==> src/rtl/btn_debounce.sv <==
// Multi-channel button debouncer: 2-flop synchronizer, per-channel debounce FSM, press/release pulses.
// Optional long-press pulse on btn_long when BTN_LONG_PRESS_EN is defined (otherwise tied to 0).
module btn_debounce #(
    parameter int unsigned CLK_HZ      = 100_000_000,
    parameter int unsigned N_BTN       = 2,
    parameter int unsigned DEBOUNCE_MS = 20,
    parameter int unsigned LONG_MS     = 1000
) (
    input  logic             clk,
    input  logic             rst,
    input  logic [N_BTN-1:0] btn_raw,
    output logic [N_BTN-1:0] btn_level,
    output logic [N_BTN-1:0] btn_press,
    output logic [N_BTN-1:0] btn_release,
    output logic [N_BTN-1:0] btn_long
);

    localparam int unsigned DB_CYCLES   = CLK_HZ / 1000 * DEBOUNCE_MS;
    localparam int unsigned LONG_CYCLES = CLK_HZ / 1000 * LONG_MS;
    localparam int unsigned CNT_W       = $clog2(DB_CYCLES + 1);
    localparam logic [CNT_W-1:0] DB_LAST = CNT_W'(DB_CYCLES - 1);

    if (DB_CYCLES < 2) begin : g_bad_db
        $error("btn_debounce: DB_CYCLES must be at least 2");
    end
    if (LONG_CYCLES <= DB_CYCLES) begin : g_bad_long
        $error("btn_debounce: LONG_CYCLES must exceed DB_CYCLES");
    end
    if (N_BTN < 1 || N_BTN > 8) begin : g_bad_nbtn
        $error("btn_debounce: N_BTN must be in 1..8");
    end

    typedef enum logic [1:0] {
        StReleased,
        StPressPend,
        StHeld,
        StReleasePend
    } state_e;

    logic [N_BTN-1:0] sync1;
    logic [N_BTN-1:0] sync2;

    always_ff @(posedge clk) begin
        if (rst) begin
            sync1 <= '0;
            sync2 <= '0;
        end else begin
            sync1 <= btn_raw;
            sync2 <= sync1;
        end
    end

    for (genvar i = 0; i < N_BTN; i++) begin : g_chan
        state_e           state_q;
        logic [CNT_W-1:0] cnt_q;
        logic             level_q;
        logic             press_q;
        logic             release_q;

        always_ff @(posedge clk) begin
            if (rst) begin
                state_q   <= StReleased;
                cnt_q     <= '0;
                level_q   <= 1'b0;
                press_q   <= 1'b0;
                release_q <= 1'b0;
            end else begin
                press_q   <= 1'b0;
                release_q <= 1'b0;
                unique case (state_q)
                    StReleased: begin
                        if (sync2[i]) begin
                            state_q <= StPressPend;
                            cnt_q   <= CNT_W'(1);
                        end
                    end
                    StPressPend: begin
                        if (!sync2[i]) begin
                            state_q <= StReleased;
                            cnt_q   <= '0;
                        end else if (cnt_q == DB_LAST) begin
                            state_q <= StHeld;
                            level_q <= 1'b1;
                            press_q <= 1'b1;
                            cnt_q   <= '0;
                        end else begin
                            cnt_q <= cnt_q + 1'b1;
                        end
                    end
                    StHeld: begin
                        if (!sync2[i]) begin
                            state_q <= StReleasePend;
                            cnt_q   <= CNT_W'(1);
                        end
                    end
                    StReleasePend: begin
                        if (sync2[i]) begin
                            state_q <= StHeld;
                            cnt_q   <= '0;
                        end else if (cnt_q == DB_LAST) begin
                            state_q   <= StReleased;
                            level_q   <= 1'b0;
                            release_q <= 1'b1;
                            cnt_q     <= '0;
                        end else begin
                            cnt_q <= cnt_q + 1'b1;
                        end
                    end
                    default: begin
                        state_q <= StReleased;
                        cnt_q   <= '0;
                    end
                endcase
            end
        end

        assign btn_level[i]   = level_q;
        assign btn_press[i]   = press_q;
        assign btn_release[i] = release_q;

`ifdef BTN_LONG_PRESS_EN
        localparam int unsigned HOLD_W = $clog2(LONG_CYCLES + 1);
        localparam logic [HOLD_W-1:0] HOLD_LAST = HOLD_W'(LONG_CYCLES - 1);
        localparam logic [HOLD_W-1:0] HOLD_SAT  = HOLD_W'(LONG_CYCLES);

        logic [HOLD_W-1:0] hold_q;
        logic              long_q;
        logic              releasing;
        logic              holding;

        assign releasing = (state_q == StReleasePend) && !sync2[i] && (cnt_q == DB_LAST);
        assign holding   = (state_q == StHeld) || (state_q == StReleasePend);

        // Saturating at LONG_CYCLES keeps the pulse single until a debounced release clears it.
        always_ff @(posedge clk) begin
            if (rst) begin
                hold_q <= '0;
                long_q <= 1'b0;
            end else begin
                long_q <= 1'b0;
                if (releasing) begin
                    hold_q <= '0;
                end else if (holding && hold_q == HOLD_LAST) begin
                    long_q <= 1'b1;
                    hold_q <= HOLD_SAT;
                end else if (holding && hold_q != HOLD_SAT) begin
                    hold_q <= hold_q + 1'b1;
                end
            end
        end

        assign btn_long[i] = long_q;
`else
        assign btn_long[i] = 1'b0;
`endif
    end

endmodule
==> config.mk <==
export PLATFORM = sky130hd
export DESIGN_NAME = btn_debounce
export DESIGN_NICKNAME = d
export VERILOG_FILES = /design/src/rtl/btn_debounce.sv
export SDC_FILE = /design/constraint.sdc
export NUM_CORES = 1
export LEC_CHECK = 0
export CORE_MARGIN = 2
export CORE_UTILIZATION = 40
export CTS_CLUSTER_SIZE = 10
export DETAILED_ROUTE_END_ITERATION = 16
export SYNTH_ARGS = -nofsm -noshare
export SYNTH_HDL_FRONTEND = slang
export SYNTH_SLANG_ARGS = --single-unit
==> constraint.sdc <==
create_clock -name clk -period 2.7 [get_ports clk]
set_input_delay 0.27 -clock clk [delete_from_list [all_inputs] [get_ports clk]]
set_output_delay 0.27 -clock clk [all_outputs]
set_load 0.02 [all_outputs]
==> results of run 1 <==
-- Yosys cell counts (3+ instances only) --
library cell / instances / share of area
and4_1: 5 / 0.015
a31oi_1: 22 / 0.048
mux2i_1: 6 / 0.021
and3_1: 10 / 0.022
inv_1: 9 / 0.012
buf_6: 4 / 0.016
nand2b_1: 3 / 0.0065
a22o_1: 9 / 0.027
nand3_1: 17 / 0.029
nor3b_1: 4 / 0.010
nand2_1: 35 / 0.046
buf_4: 9 / 0.023
and2_1: 6 / 0.013
xnor2_1: 6 / 0.018
dfxtp_1: 56 / 0.39
nor4_4: 3 / 0.022
nor2_1: 19 / 0.025
nor2b_1: 6 / 0.013
nor3_1: 5 / 0.0087
xor2_1: 4 / 0.012
nand4_1: 11 / 0.024
clkbuf_1: 6 / 0.0078
o21ai_0: 7 / 0.012
a221o_1: 3 / 0.010
nor4_1: 4 / 0.0087
a21oi_1: 17 / 0.029
or3_1: 6 / 0.013
-- sequential cells by signal (all words and copies together), names as in the netlist, named ones only --
signal,count
g_chan.state_q,2
g_chan.release_q,2
sync1,2
g_chan.level_q,2
g_chan.cnt_q,42
g_chan.press_q,2
sync2,2
-- path summary, 6_finish.rpt --
check	startpoint	endpoint	slack [ns]	cells after the start
setup / recovery	g_chan[1].cnt_q[0]	g_chan[1].cnt_q[2]	0.40	6
hold reg to reg	sync1[0]	sync2[0]	0.46	1
setup reg to reg	g_chan[1].cnt_q[0]	g_chan[1].cnt_q[2]	0.40	6
hold / removal	sync1[0]	sync2[0]	0.46	1
-- worst reg2reg max path: stages (launching register included) --
cell and delay, ns:
dfxtp_1 0.36, ha_1 0.26, nand3_1 0.23, nor4_4 0.11, a211oi_4 0.84, or2b_1 0.29
a31oi_1 0.15
-- layout make-up --
class,count,area share
clock buffers,5,0.02229
clock inverters,3,0.006888
inverters,9,0.01094
multi-input cells,244,0.5142
flip-flops and latches,56,0.3630
well taps,96,0.03890
repair buffers,15,0.04376
-- routing by layer --
metal,vias to the layer above,wire length [µm],track usage
met5,-,0,0
met4,0,76,0.04885
met3,6,165,0.03509
met2,31,2320,0.2300
met1,1065,2899,0.2215
li1,1203,-,-
-- metrics by stage --
stage,worst slack [ns],total power [mW],hold WS [ns],utilization
after floorplan,0.7836,0.9063,0.3982,-
after detailed placement,0.3968,0.9252,0.4242,0.4341
after global routing,0.1577,1.446,0.4624,0.4471
after CTS,0.3882,1.400,0.4582,0.4471
final,0.4007,1.382,0.4575,0.4471
after global placement,0.4515,0.9252,0.4232,0.4341
-- cells by family after synthesis --
| group | Yosys count |
|---|---|
| xor+xnor | 12 |
| other cells | 1 |
| simple gates | 149 |
| mux | 6 |
| fa+ha+maj | 2 |
| buf+inv | 31 |
| flops | 56 |
| compound gates | 73 |
-- power breakdown --
| part | switching [mW] | leakage (nW) | internal (mW) |
|---|---|---|---|
| Combinational | 0.0378 | 0.598 | 0.0263 |
| Sequential | 0.00805 | 0.452 | 0.834 |
| Clock | 0.291 | 0.0445 | 0.185 |
==> run summary, run 1 <==
Fin nets -> 337
Mapped cell area -> 2887 µm²
Status -> complete, no violations
Initial antenna violation count -> 0
Die Width -> 88.95 µm
First-pass DRT Iterations -> 4
Largest net degree at the start of global routing -> 29
Max stage delay on crit path -> 0.84 ns
Worst setup SP type -> flip-flop
Post-DRT Antenna Nets -> 0
Max-slew violation count -> 0
First-pass GRT wire length -> 9.701 mm
WP data arrival -> 2.55 ns
Most common cell after layout, fill and taps aside -> dfxtp_1
Post-Layout Cell Count -> 428
RSZ-0062 raised after global routing -> no
Mux contribution to synthesized area -> 0.02081
Vias in the first global route -> 2095
Fin crit period -> 2.299 ns
Aggregate global routing overflow -> 0
Total CTS buffers -> 5
Final Cycle Share -> 0.8516
Ports -> 12
Root Buffer -> clkbuf_8
CP Max Fanout -> 28
Number of DRC markers in iteration 0 -> 122
Htree depth -> 2
EDFF count, synth -> 0
Yosys cell types -> 58
Slew HR -> 0.3457
Slowest-stage cell, CP -> a211oi_4
Wire length per cell -> 12.76 µm
Mapped Cells -> 330
Compound-gate portion of the synthesized area -> 0.1743
Synth Register Bits -> 56
Synth Area in Adders -> 0.008669
Ys flop type -> dfxtp_1
Dpl hpwl -> 3.817 mm
Final Skew -> 0.009809 ns
Fin. Hold Viols -> 0
Post-Route WL -> 5.461 mm
Die Span Y -> 88.95 µm
Power per standard cell area -> 447.6 nW/µm²
Largest family of logic cells by synthesized area -> simple AND/OR/NAND/NOR gates
Initial Util -> 0.4179
Tot GR Track Use -> 0.1540
Simple-gate portion of the synthesized area -> 0.3021
Critical path class -> flip-flop to flip-flop
Clock Latency Late Sink -> 0.32 ns
Multi-input logic area -> 1588 µm²
Total number of vias -> 2305
Sequential share of the synthesized area -> 0.3884
Cts repair resizes -> 0
CTS clk-pin slew, worst paths -> 0.11 ns
FFs w/ async S/R, synth -> 0
Number of I/O port buffers -> 9
Max Fclk -> 434.9 MHz
DRC Markers -> 0
Clk sinks -> 56
Core footprint -> 6907 µm²
Share of cells above drive strength 1 -> 0.07229
Most frequent cells in the layout -> 56 x dfxtp_1, 35 x nand2_1, 22 x a31oi_1
Cells after DPL -> 420
Worst path bufs/invs -> 0
Die area -> 7912 µm²
Yosys warns -> 0
WP data required -> 2.95 ns
Gpl congestion -> 0.8617
# hold bufs at CTS -> 0
Storage cell area -> 1121 µm²
CTS tree -> built
Hold crit path type -> flip-flop to flip-flop
Fillers -> 704
Xor and xnor area share after synthesis -> 0.04161
Dpl cell area -> 2998 µm²
Maxcap violations -> 0
Cell Rows -> 30
Post-route design area -> 3088 µm²
Slew @ Worst Pin -> 0.9783 ns
CP Capture Type -> flip-flop
Via/cell ratio -> 5.386
Max clock buf depth -> 2
Post-CTS setup buffers -> 0
Leakage -> 1.095 nW
Critical-path cell list -> ha_1 -> nand3_1 -> nor4_4 -> a211oi_4 -> or2b_1 -> a31oi_1
VDD IR-drop max -> 281.3 µV
Fin Setup TNS -> 0 ns
Antenna diodes -> 0
Synth-to-layout area growth -> 6.979%
Final setup fails -> 0
Syn avg cell area -> 8.747 µm²
Crit path max-delay family -> compound AO/OA/AOI/OAI gates
Note: power is estimated with default switching activity, not from simulation.
==> run 2, diff against run 1 <==
==> constraint.sdc (replaced) <==
create_clock -name clk -period 2.5 [get_ports clk]
set_input_delay 0.25 -clock clk [delete_from_list [all_inputs] [get_ports clk]]
set_output_delay 0.25 -clock clk [all_outputs]
set_load 0.02 [all_outputs]
==> run 2 against run 1 <==
Net effect:
- non-clock buffer count shrank 1
- final cell count is the same
- sequential power grew 8.0%
- utilization is the same
- clock power grew 4.8%
- largest cell class unchanged
- critical endpoint is now g_chan[1].cnt_q[16]
- die area is the same
- via count grew 3.8%
- register-to-register slack lost 0.16 ns
==> run summary, run 2 (synthesized netlist as in run 1, its figures left out) <==
Number of I/O port buffers -> 9 (unchanged)
Die Width -> 88.95 µm (unchanged)
Pint -> 1.130 mW (was 1.045 mW)
Total chip power -> 1.478 mW (was 1.382 mW)
Wire length per cell -> 13.49 µm (was 12.76 µm)
Logic pwr share -> 0.048 (was 0.046)
Critical path class -> flip-flop to flip-flop (unchanged)
CP Capture Type -> flip-flop (unchanged)
Slew @ Worst Pin -> 0.9690 ns (was 0.9783 ns)
Share of cells above drive strength 1 -> 0.06627 (was 0.07229)
Slew HR -> 0.3528 (was 0.3457)
Core footprint -> 6907 µm² (unchanged)
Initial Util -> 0.4179 (unchanged)
Clock network power share -> 0.338 (was 0.345)
Die area -> 7912 µm² (unchanged)
Worst Hold Margin -> 0.4533 ns (was 0.4575 ns)
Post-Route WL -> 5.774 mm (was 5.461 mm)
Most common cell after layout, fill and taps aside -> dfxtp_1 (unchanged)
Max clock buf depth -> 2 (unchanged)
Number of DRC markers in iteration 0 -> 128 (was 122)
Final Skew -> 0.009036 ns (was 0.009809 ns)
First-pass GRT wire length -> 9.846 mm (was 9.701 mm)
VDD IR-drop max -> 235.5 µV (was 281.3 µV)
Post-DRT Antenna Nets -> 0 (unchanged)
# hold bufs at CTS -> 0 (unchanged)
Leakage -> 1.090 nW (was 1.095 nW)
Clk sinks -> 56 (unchanged)
Dpl hpwl -> 3.881 mm (was 3.817 mm)
Met2 WL -> 2.540 mm (was 2.320 mm)
Gpl congestion -> 0.8178 (was 0.8617)
Post-CTS setup buffers -> 0 (unchanged)
Clock Latency Late Sink -> 0.32 ns (about the same)
Vias in the first global route -> 2144 (was 2095)
Most frequent cells in the layout -> 56 x dfxtp_1, 35 x nand2_1, 22 x a31oi_1 (unchanged)
Synth-to-layout area growth -> 6.979% (unchanged)
CP Max Fanout -> 14 (was 28)
Antenna diodes -> 0 (unchanged)
WP data required -> 2.70 ns (was 2.95 ns)
DRC Markers -> 0 (unchanged)
Root Buffer -> clkbuf_8 (unchanged)
Via/cell ratio -> 5.591 (was 5.386)
WP data arrival -> 2.46 ns (was 2.55 ns)
Wl on met1 -> 2.815 mm (was 2.899 mm)
Final Cycle Share -> 0.9042 (was 0.8516)
Max layer used -> met4 (unchanged)
Dpl cell area -> 2990 µm² (was 2998 µm²)
Fin crit period -> 2.261 ns (was 2.299 ns)
Total CTS buffers -> 5 (unchanged)
Post-route design area -> 3088 µm² (unchanged)
Switching part of the total -> 0.2356 (was 0.2439)
Switch Pwr -> 0.3482 mW (was 0.3371 mW)
Power per standard cell area -> 478.7 nW/µm² (was 447.6 nW/µm²)
CTS tree -> built (unchanged)
Top reg by flops -> g_chan.cnt_q (unchanged)
Flop pwr share -> 0.615 (was 0.609)
Fin Setup TNS -> 0 ns (unchanged)
Max Fclk -> 442.4 MHz (was 434.9 MHz)
Initial antenna violation count -> 0 (unchanged)
Ports -> 12 (unchanged)
Htree depth -> 2 (unchanged)
Status -> complete, no violations (unchanged)
Cell Rows -> 30 (unchanged)
Max reg flops -> 42 (unchanged)
Final setup fails -> 0 (unchanged)
Fin. Hold Viols -> 0 (unchanged)
Tot GR Track Use -> 0.1565 (was 0.1540)
Largest net degree at the start of global routing -> 29 (unchanged)
Fin nets -> 337 (unchanged)
Die Span Y -> 88.95 µm (unchanged)
RSZ-0062 raised after global routing -> no (unchanged)
First-pass DRT Iterations -> 4 (unchanged)
Maxcap violations -> 0 (unchanged)
Met3 Wirelength -> 346 µm (was 165 µm)
Worst setup SP type -> flip-flop (unchanged)
Max-slew violation count -> 0 (unchanged)
Total number of vias -> 2393 (was 2305)
Aggregate global routing overflow -> 0 (unchanged)
Cts repair resizes -> 0 (unchanged)
CTS clk-pin slew, worst paths -> 0.10 ns (was 0.11 ns)
Hold crit path type -> flip-flop to flip-flop (unchanged)
==> run 2: cell count changes in the layout (fill, tap and decap cells not counted), sizes merged <==
cell / change
buf: -1
clkbuf: +2
a211oi: +1
clkinvlp: -1
inv: -1
==> run 2: power groups by stage <==
stage / clock, mW / sequential (mW) / combinational [mW]
5_1_grt: 0.550 / 0.911 / 0.0786
3_5_place_dp: 0 / 0.929 / 0.0697
4_1_cts: 0.519 / 0.909 / 0.0700
6_report: 0.499 / 0.909 / 0.0704
3_3_place_gp: 0 / 0.929 / 0.0687
2_1_floorplan: 0 / 0.927 / 0.0520
==> run 2: path summary, 6_finish.rpt <==
path                       from                   to  slack [ns]  cells past startpoint
min                    sync1[0]             sync2[0]        0.45                      1
min reg2reg            sync1[0]             sync2[0]        0.45                      1
max reg2reg  g_chan[1].cnt_q[0]  g_chan[1].cnt_q[16]        0.24                      5
max          g_chan[1].cnt_q[0]  g_chan[1].cnt_q[16]        0.24                      5
==> run 2: final cells by class <==
| type | instances | area (µm²) |
|---|---|---|
| sequential | 56 | 1121 |
| clock inverter | 1 | 8.758 |
| multi-input combinational | 245 | 1600 |
| clock buffer | 7 | 76.32 |
| fill | 708 | 3819 |
| timing repair buffer | 14 | 127.6 |
| inverter | 9 | 33.78 |
| tap | 96 | 120.1 |
==> run 2: worst max-delay path: stages (launching register included) <==
cell,delay (ns)
dfxtp_1,0.42
ha_1,0.26
nand3_1,0.23
nor4_4,0.53
a211oi_2,0.32
a221o_1,0.39
==> run 2: per-layer routing <==
| metal | global-route usage | up-vias |
|---|---|---|
| li1 | - | 1208 |
| met2 | 0.2436 | 65 |
| met1 | 0.2187 | 1114 |
| met5 | 0 | - |
| met3 | 0.03232 | 6 |
| met4 | 0.05020 | 0 |
==> run 2: metrics by stage <==
step / setup slack [ns] / utilization / instances
2_1_floorplan: 0.5836 / - / 331
3_3_place_gp: 0.2731 / 0.4330 / 419
3_5_place_dp: 0.1965 / 0.4330 / 419
4_1_cts: 0.1837 / 0.4453 / 427
5_1_grt: 0.09043 / 0.4471 / 428
6_report: 0.2394 / 0.4471 / 428
